===== src/rtl/uart_transmitter.sv =====
// Double-buffered asynchronous serial transmitter: start bit, SIZE data bits LSB first, stop bit.
// Define UART_TX_PARITY_EN to insert an even-parity bit between the last data bit and the stop bit.
module uart_transmitter #(
  parameter int SIZE       = 8,
  parameter int OVERSAMPLE = 8
) (
  input  logic            sample_clock,
  input  logic            resetn,
  input  logic [SIZE-1:0] data_in,
  input  logic            load_xmt,
  output logic            serial_out,
  output logic            datareg_empty,
  output logic            busy,
  output logic            overrun_err
);

`ifdef UART_TX_PARITY_EN
  localparam int PAR_BITS = 1;
`else
  localparam int PAR_BITS = 0;
`endif
  localparam int NBITS = SIZE + 2 + PAR_BITS;
  // Payload is everything after the start bit: data, optional parity, stop.
  localparam int FW = SIZE + 1 + PAR_BITS;
  localparam int TW = $clog2(OVERSAMPLE);
  localparam int BW = $clog2(NBITS);
  localparam logic [TW-1:0] TICK_LAST = TW'(OVERSAMPLE - 1);
  localparam logic [BW-1:0] BIT_LAST  = BW'(NBITS - 1);

  typedef enum logic [0:0] {
    IDLE    = 1'b0,
    SENDING = 1'b1
  } state_t;

`ifdef UART_TX_PARITY_EN
  function automatic logic even_parity(input logic [SIZE-1:0] d);
    return ^d;
  endfunction

  function automatic logic [FW-1:0] build_payload(input logic [SIZE-1:0] d);
    return {1'b1, even_parity(d), d};
  endfunction
`else
  function automatic logic [FW-1:0] build_payload(input logic [SIZE-1:0] d);
    return {1'b1, d};
  endfunction
`endif

  state_t          state_r, state_s;
  logic [SIZE-1:0] hold_r, hold_s;
  logic            hold_full_r, hold_full_s;
  logic [FW-1:0]   frame_r, frame_s;
  logic [TW-1:0]   tick_r, tick_s;
  logic [BW-1:0]   bit_r, bit_s;
  logic            serial_r, serial_s;
  logic            busy_r, busy_s;
  logic            overrun_r, overrun_s;
  logic            start_s;
  logic            load_ok_s;

  // State and datapath registers; reset returns the line to idle and drops any held byte.
  always_ff @(posedge sample_clock or negedge resetn) begin
    if (!resetn) begin
      state_r     <= IDLE;
      hold_r      <= '0;
      hold_full_r <= 1'b0;
      frame_r     <= '0;
      tick_r      <= '0;
      bit_r       <= '0;
      serial_r    <= 1'b1;
      busy_r      <= 1'b0;
      overrun_r   <= 1'b0;
    end else begin
      state_r     <= state_s;
      hold_r      <= hold_s;
      hold_full_r <= hold_full_s;
      frame_r     <= frame_s;
      tick_r      <= tick_s;
      bit_r       <= bit_s;
      serial_r    <= serial_s;
      busy_r      <= busy_s;
      overrun_r   <= overrun_s;
    end
  end

  // Next-state logic: bit timing, frame sequencing and holding-register handshake.
  always_comb begin
    state_s     = state_r;
    hold_s      = hold_r;
    hold_full_s = hold_full_r;
    frame_s     = frame_r;
    tick_s      = tick_r;
    bit_s       = bit_r;
    serial_s    = serial_r;
    busy_s      = busy_r;
    overrun_s   = overrun_r;
    start_s     = 1'b0;
    load_ok_s   = load_xmt & ~hold_full_r;

    if (load_xmt && hold_full_r) begin
      overrun_s = 1'b1;
    end else begin
      overrun_s = overrun_r;
    end

    case (state_r)
      IDLE: begin
        if (hold_full_r) begin
          start_s = 1'b1;
        end else begin
          serial_s = 1'b1;
          busy_s   = 1'b0;
        end
      end
      SENDING: begin
        if (tick_r == TICK_LAST) begin
          tick_s = '0;
          if (bit_r == BIT_LAST) begin
            // Back-to-back: the next start bit replaces the idle cycle.
            if (hold_full_r) begin
              start_s = 1'b1;
            end else begin
              state_s  = IDLE;
              serial_s = 1'b1;
              busy_s   = 1'b0;
            end
          end else begin
            bit_s    = bit_r + BW'(1);
            serial_s = frame_r[0];
            frame_s  = {1'b1, frame_r[FW-1:1]};
          end
        end else begin
          tick_s = tick_r + TW'(1);
        end
      end
      default: begin
        state_s  = IDLE;
        serial_s = 1'b1;
        busy_s   = 1'b0;
      end
    endcase

    if (start_s) begin
      state_s  = SENDING;
      frame_s  = build_payload(hold_r);
      tick_s   = '0;
      bit_s    = '0;
      serial_s = 1'b0;
      busy_s   = 1'b1;
    end else begin
      state_s = state_s;
    end

    // A load and a transfer never coincide: one needs the register empty, the other full.
    if (load_ok_s) begin
      hold_s      = data_in;
      hold_full_s = 1'b1;
    end else if (start_s) begin
      hold_full_s = 1'b0;
    end else begin
      hold_full_s = hold_full_r;
    end
  end

  assign serial_out    = serial_r;
  assign datareg_empty = ~hold_full_r;
  assign busy          = busy_r;
  assign overrun_err   = overrun_r;

endmodule

===== config.mk =====
export PLATFORM = sky130hd
export DESIGN_NAME = uart_transmitter
export DESIGN_NICKNAME = d
export VERILOG_FILES = /design/src/rtl/uart_transmitter.sv
export SDC_FILE = /design/constraint.sdc
export NUM_CORES = 1
export LEC_CHECK = 0
export CORE_MARGIN = 2
export CORE_UTILIZATION = 60
export CTS_BUF_LIST = sky130_fd_sc_hd__clkbuf_16
export CTS_CLUSTER_SIZE = 40
export DETAILED_ROUTE_END_ITERATION = 6
export GPL_TIMING_DRIVEN = 1
export PLACE_DENSITY_LB_ADDON = 0.3
export SLEW_MARGIN = 20
export SYNTH_ARGS = -nofsm -noshare
export SYNTH_HDL_FRONTEND = slang
export SYNTH_SLANG_ARGS = --single-unit
export TNS_END_PERCENT = 30

===== constraint.sdc =====
create_clock -name sample_clock -period 4.1 [get_ports sample_clock]
set_input_delay 0.82 -clock sample_clock [delete_from_list [all_inputs] [get_ports sample_clock]]
set_output_delay 0.82 -clock sample_clock [all_outputs]
set_load 0.005 [all_outputs]

; ---- Word-level counts from Yosys, hierarchy flattened
; Cells that the tools add are included.
[word_totals]
wordCells = 56
memories = 0
out_inout_bits = 4
ram_bits = 0
reg_bits = 29
mem_bits_ro = 0
latch_bits = 0
[classes]
magnitude_cmp = 0
n_eq_ne = 5
n_bitwise = 3
multipliers = 0
add_sub_neg = 2
n_reduce_logical = 6
shifts = 0
n_div = 0
n_mux = 31
[ops]
columns = op, n
row1 = $mux W9, 4
row2 = $mux W1, 17
row3 = $mux W4, 4
row4 = $mux W3, 3
row5 = $ne A3 B1 Y1 const B, 2
row6 = $pmux W1 S2, 3
row7 = $reduce_bool A2 Y1, 3
row8 = $add A4 B1 Y4 const B, 1
row9 = $eq A4 B4 Y1 const B, 1
row10 = $add A3 B1 Y3 const B, 1
row11 = $eq A3 B3 Y1 const B, 1
row12 = $reduce_and A3 Y1, 1
row13 = $ne A2 B2 Y1 const B, 1
row14 = $not A1 Y1, 2
row15 = $reduce_and A2 Y1, 1
row16 = $and A1 B1 Y1, 1
row17 = $logic_and A1 B1 Y1, 1

; ---- Longest topological paths before layout
[logic_depth]
word_depth = 6
depth_mapped = 7
mapped_depth_nobuf = 5

; ---- Least setup slack after synthesis
; No wires, ideal clock.
[synth_timing]
path_type = register to register
startpoint = reg tick_r[0]
endpoint = reg frame_r[0]
n_path_buf = 1
setup_time_ns = 0.111
path_stages_with_launch = 7
arrival_ns = 1.696
path_slack_ns = 2.293
synth_period_minus_slack_ns = 1.807
required_ns = 3.989
path_cell_list = dfrtp_1 > ha_1 > ha_1 > clkbuf_1 > nor2b_1 > a211o_4 > a2111oi_2
[synth_via]
elab_chain_cells = 5
word_cells_on_any_way = 8
[synth_lines]
columns = element, line_no
row1 = from (decl), 53  ; logic [TW-1:0] tick_r, tick_s;
row2 = from (signal assigned), 78  ; tick_r <= tick_s;
row3 = $eq A3 B3 Y1 *, 116  ; if (tick_r == TICK_LAST) begin
row4 = $mux W1, 116
row5 = $pmux W1 S2, 106  ; case (state_r)
row6 = $ne A2 B2 Y1 (no source line) or $reduce_bool A2 Y1 (tied branches), --
row7 = $reduce_and A3 Y1 (no source line), --
row8 = to (signal assigned), 77  ; frame_r <= frame_s;
row9 = to (decl), 52  ; logic [FW-1:0] frame_r, frame_s;
; Mark *: on every way between the ends. The rest lies on a longest branch, timed or not.
; A chain may end at the register's enable or synchronous reset.

; ---- Worst setup path in the final report
[layout_timing]
startpoint = reg hold_full_r
endpoint = out datareg_empty
[layout_via]
elab_chain_cells = 1
[layout_lines]
columns = element, line_no
row1 = from (decl), 51  ; logic hold_full_r, hold_full_s;
row2 = from (signal assigned), 76  ; hold_full_r <= hold_full_s;
row3 = $not A1 Y1, 166  ; assign datareg_empty = ~hold_full_r;
row4 = to (decl), 12  ; output logic datareg_empty,
; Every way passes these cells.

==> flow_metrics.tcl <==
set metrics [dict create \
    initial_utilization_pct 61.84 \
    final.fill_count 152 \
    viasPerCell 6.033 \
    path_clk_slew_ns 0.04 \
    finalPower_mw 1.218 \
    p_switching_mw 0.3893 \
    pwr-share-comb_pct 30.6 \
    worst_slew_pin_slew_ns 0.7184 \
    dp_hpwl_um 2029 \
    period_share_pct 56.53 \
    num_antenna_cells 0 \
    clock_path_buffers 2 \
    dr.pass1.iters 4 \
    vias 1110 \
    netSwitchingFraction_pct 31.95 \
    drv_slew 0 \
    syn_nets 154 \
    gr-total-overflow 0 \
    cp_cell_sequence "inv_1, clkdlybuf4s50_1" \
    fin_hold_ws_ns 0.4594 \
    hold_viol_final 0 \
    yosys_most_used_dff "dfrtp_1" \
    hold_buffers 0 \
    place_inst 176 \
    cp-end-kind "output port" \
    ys_seq_elements 29 \
    syn_avg_cell_area_um2 10.80 \
    drt-initial-drc-count 35 \
    fin_cells 184 \
    ys_seq_area_share_pct 48.78 \
    grt_pass1_vias 1089 \
    seqPwrFrac_pct 42.0 \
    ys_types 33 \
    mostFrequentLayoutCells "dfrtp_1 (28), nor3_1 (17), inv_1 (14), clkdlybuf4s50_1 (14), nor2_1 (11)" \
    pre_cts_slack_ns 1.691 \
    critical_path_required_ns 3.28 \
    relSlewSlack_pct 52.01 \
    reg2reg_slack_ns 2.02 \
    setup_ws_ns 1.782 \
    layout-drive-gt1-share_pct 17.53 \
    area_delta_synth_final_pct 19.31 \
    synth_edf_count 0 \
    syn_inst 138 \
    crit_slowest_cell "clkdlybuf4s50_1" \
    ys_warn_count 0 \
    leakage_nw 0.7830 \
    avgRoutedWirePerCell_um 16.16 \
    post-cts-setup-buffer-count 0 \
    globalplace.congestion 0.7148 \
    grt_start_max_net_pins 30 \
    setup_viol_count_final 0 \
    ir_worst_vdd_mv 0.5352 \
    worstPathArrival_ns 1.50 \
    cts_buffers 5 \
    hold-path-cell-count 1 \
    io_buffers 14 \
    rsz0062_at_grt "false" \
    cts_resized 0 \
    status "completed" \
    core_mm2 0.002410 \
    clk_latency_ns 0.28 \
    maxCapViolCount 0 \
    period_needed_ns 2.318 \
    internal_power_mw 0.8291 \
    die_x_um 53.84 \
    rows 18 \
    grt_pass1_wl_um 5078 \
    die_h_um 53.84 \
    worst-setup-path-type "reg -> out" \
    power.density_mw_per_mm2 685.3 \
    grt_use_total_pct 25.91 \
    cts_tree "yes" \
    antenna_found_initial 0 \
    p_clk_share_pct 27.4 \
    finalSetupTns_ns 0 \
    routed_wirelength_um 2974 \
    ant_nets 0 \
    skew_ns 0.005840 \
    cp-start-kind "flop" \
    htree_levels 2 \
    synthArstFlopShare_pct 100.0 \
    reg2reg_depth 4 \
    drc 0 \
    syn-cell-area_mm2 0.001490 \
    die-area_mm2 0.002898 \
    cp_max_fo 12 \
    clock_sinks 29 \
    fmax_mhz 431.5 \
    layout_commonest_cell "dfrtp_1" \
    cts-root-buf "clkbuf_16" \
    io_pins 15 \
    crit_path_max_incr_delay_ns 0.52 \
    hold_class "reg -> reg" \
    num-nets-final 169 \
]
cells by family (layout without fill, tap and decap cells):
logic type | Yosys count | in the layout | share of synthesized area, %
and+or+nand+nor | 48 | 48 | 16.21
DFF | 29 | 29 | 48.78
AOI/OAI and AO/OA | 27 | 27 | 17.97
buffers and inverters | 19 | 35 | 5.373
muxes | 10 | 10 | 7.473
adders and majority gates | 5 | 5 | 4.198
worst paths after layout:
check                           endpoint         from
setup / recovery           datareg_empty  hold_full_r
hold / removal               overrun_err  overrun_err
setup reg to reg              frame_r[0]     bit_r[0]
hold reg to reg              overrun_err  overrun_err
max in group asynchronous     serial_out       resetn
min in group asynchronous       bit_r[1]       resetn
per-layer routing:
metal / vias to the layer above / GRT usage, % / wire length, um
met5: - / 0 / 0
met4: 0 / 14.53 / 72
met3: 9 / 7.500 / 163
met2: 43 / 37.60 / 1389
met1: 536 / 34.61 / 1348
li1: 522 / - / -
cell usage after synthesis (all sizes together), types with 2 or more instances:
cell type | n | area [um^2]
clkbuf | 4 | 15.01
a32o | 2 | 20.02
nor2b | 2 | 12.51
nand2 | 6 | 22.52
nand2b | 5 | 31.28
buf | 3 | 20.01
nand3 | 2 | 10.01
a2111oi | 8 | 120.1
a21o | 2 | 15.01
inv | 12 | 45.04
a21oi | 3 | 15.01
nor3 | 17 | 85.08
o21ai | 3 | 15.01
nor2 | 11 | 41.29
a22o | 2 | 17.52
mux2 | 9 | 101.4
ha | 5 | 62.56
dfrtp | 28 | 700.7
and3b | 2 | 17.52
critical path: cells and delay by family, from the launching register on:
family                 cells  cell delay (ns)
buffers and inverters      2             0.71
DFF                        1             0.51
power by group through the flow:
| stage | Clock (mW) | Combinational, mW | Sequential, mW |
|---|---|---|---|
| after floorplan | 0 | 0.295 | 0.476 |
| after global placement | 0 | 0.348 | 0.501 |
| after detailed placement | 0 | 0.372 | 0.512 |
| after CTS | 0.338 | 0.375 | 0.509 |
| after global routing | 0.355 | 0.414 | 0.528 |
| final | 0.334 | 0.373 | 0.511 |
through the flow:
step	utilization [%]	area [um^2]
2_1_floorplan	-	1490
3_3_place_gp	68.07	1640
3_5_place_dp	68.07	1640
4_1_cts	73.78	1778
5_1_grt	73.78	1778
6_report	73.78	1778
layout make-up:
class,instances,area (um^2),area share [%]
clock buffer,5,125.1,7.037
clock inverter,3,12.51,0.7037
timing repair buffer,15,147.6,8.304
sequential,29,726.9,40.89
inverter,12,45.04,2.533
multi-input combinational,90,683.2,38.42
tap,30,37.54,2.111
flip-flops by register name, indices dropped and copies added (netlist names):
register	cells
hold_r	8
bit_r	4
frame_r	9
busy	1
tick_r	3
overrun_err	1
hold_full_r	1
serial_out	1
state_r	1
Note: power is estimated with default switching activity, not from simulation.
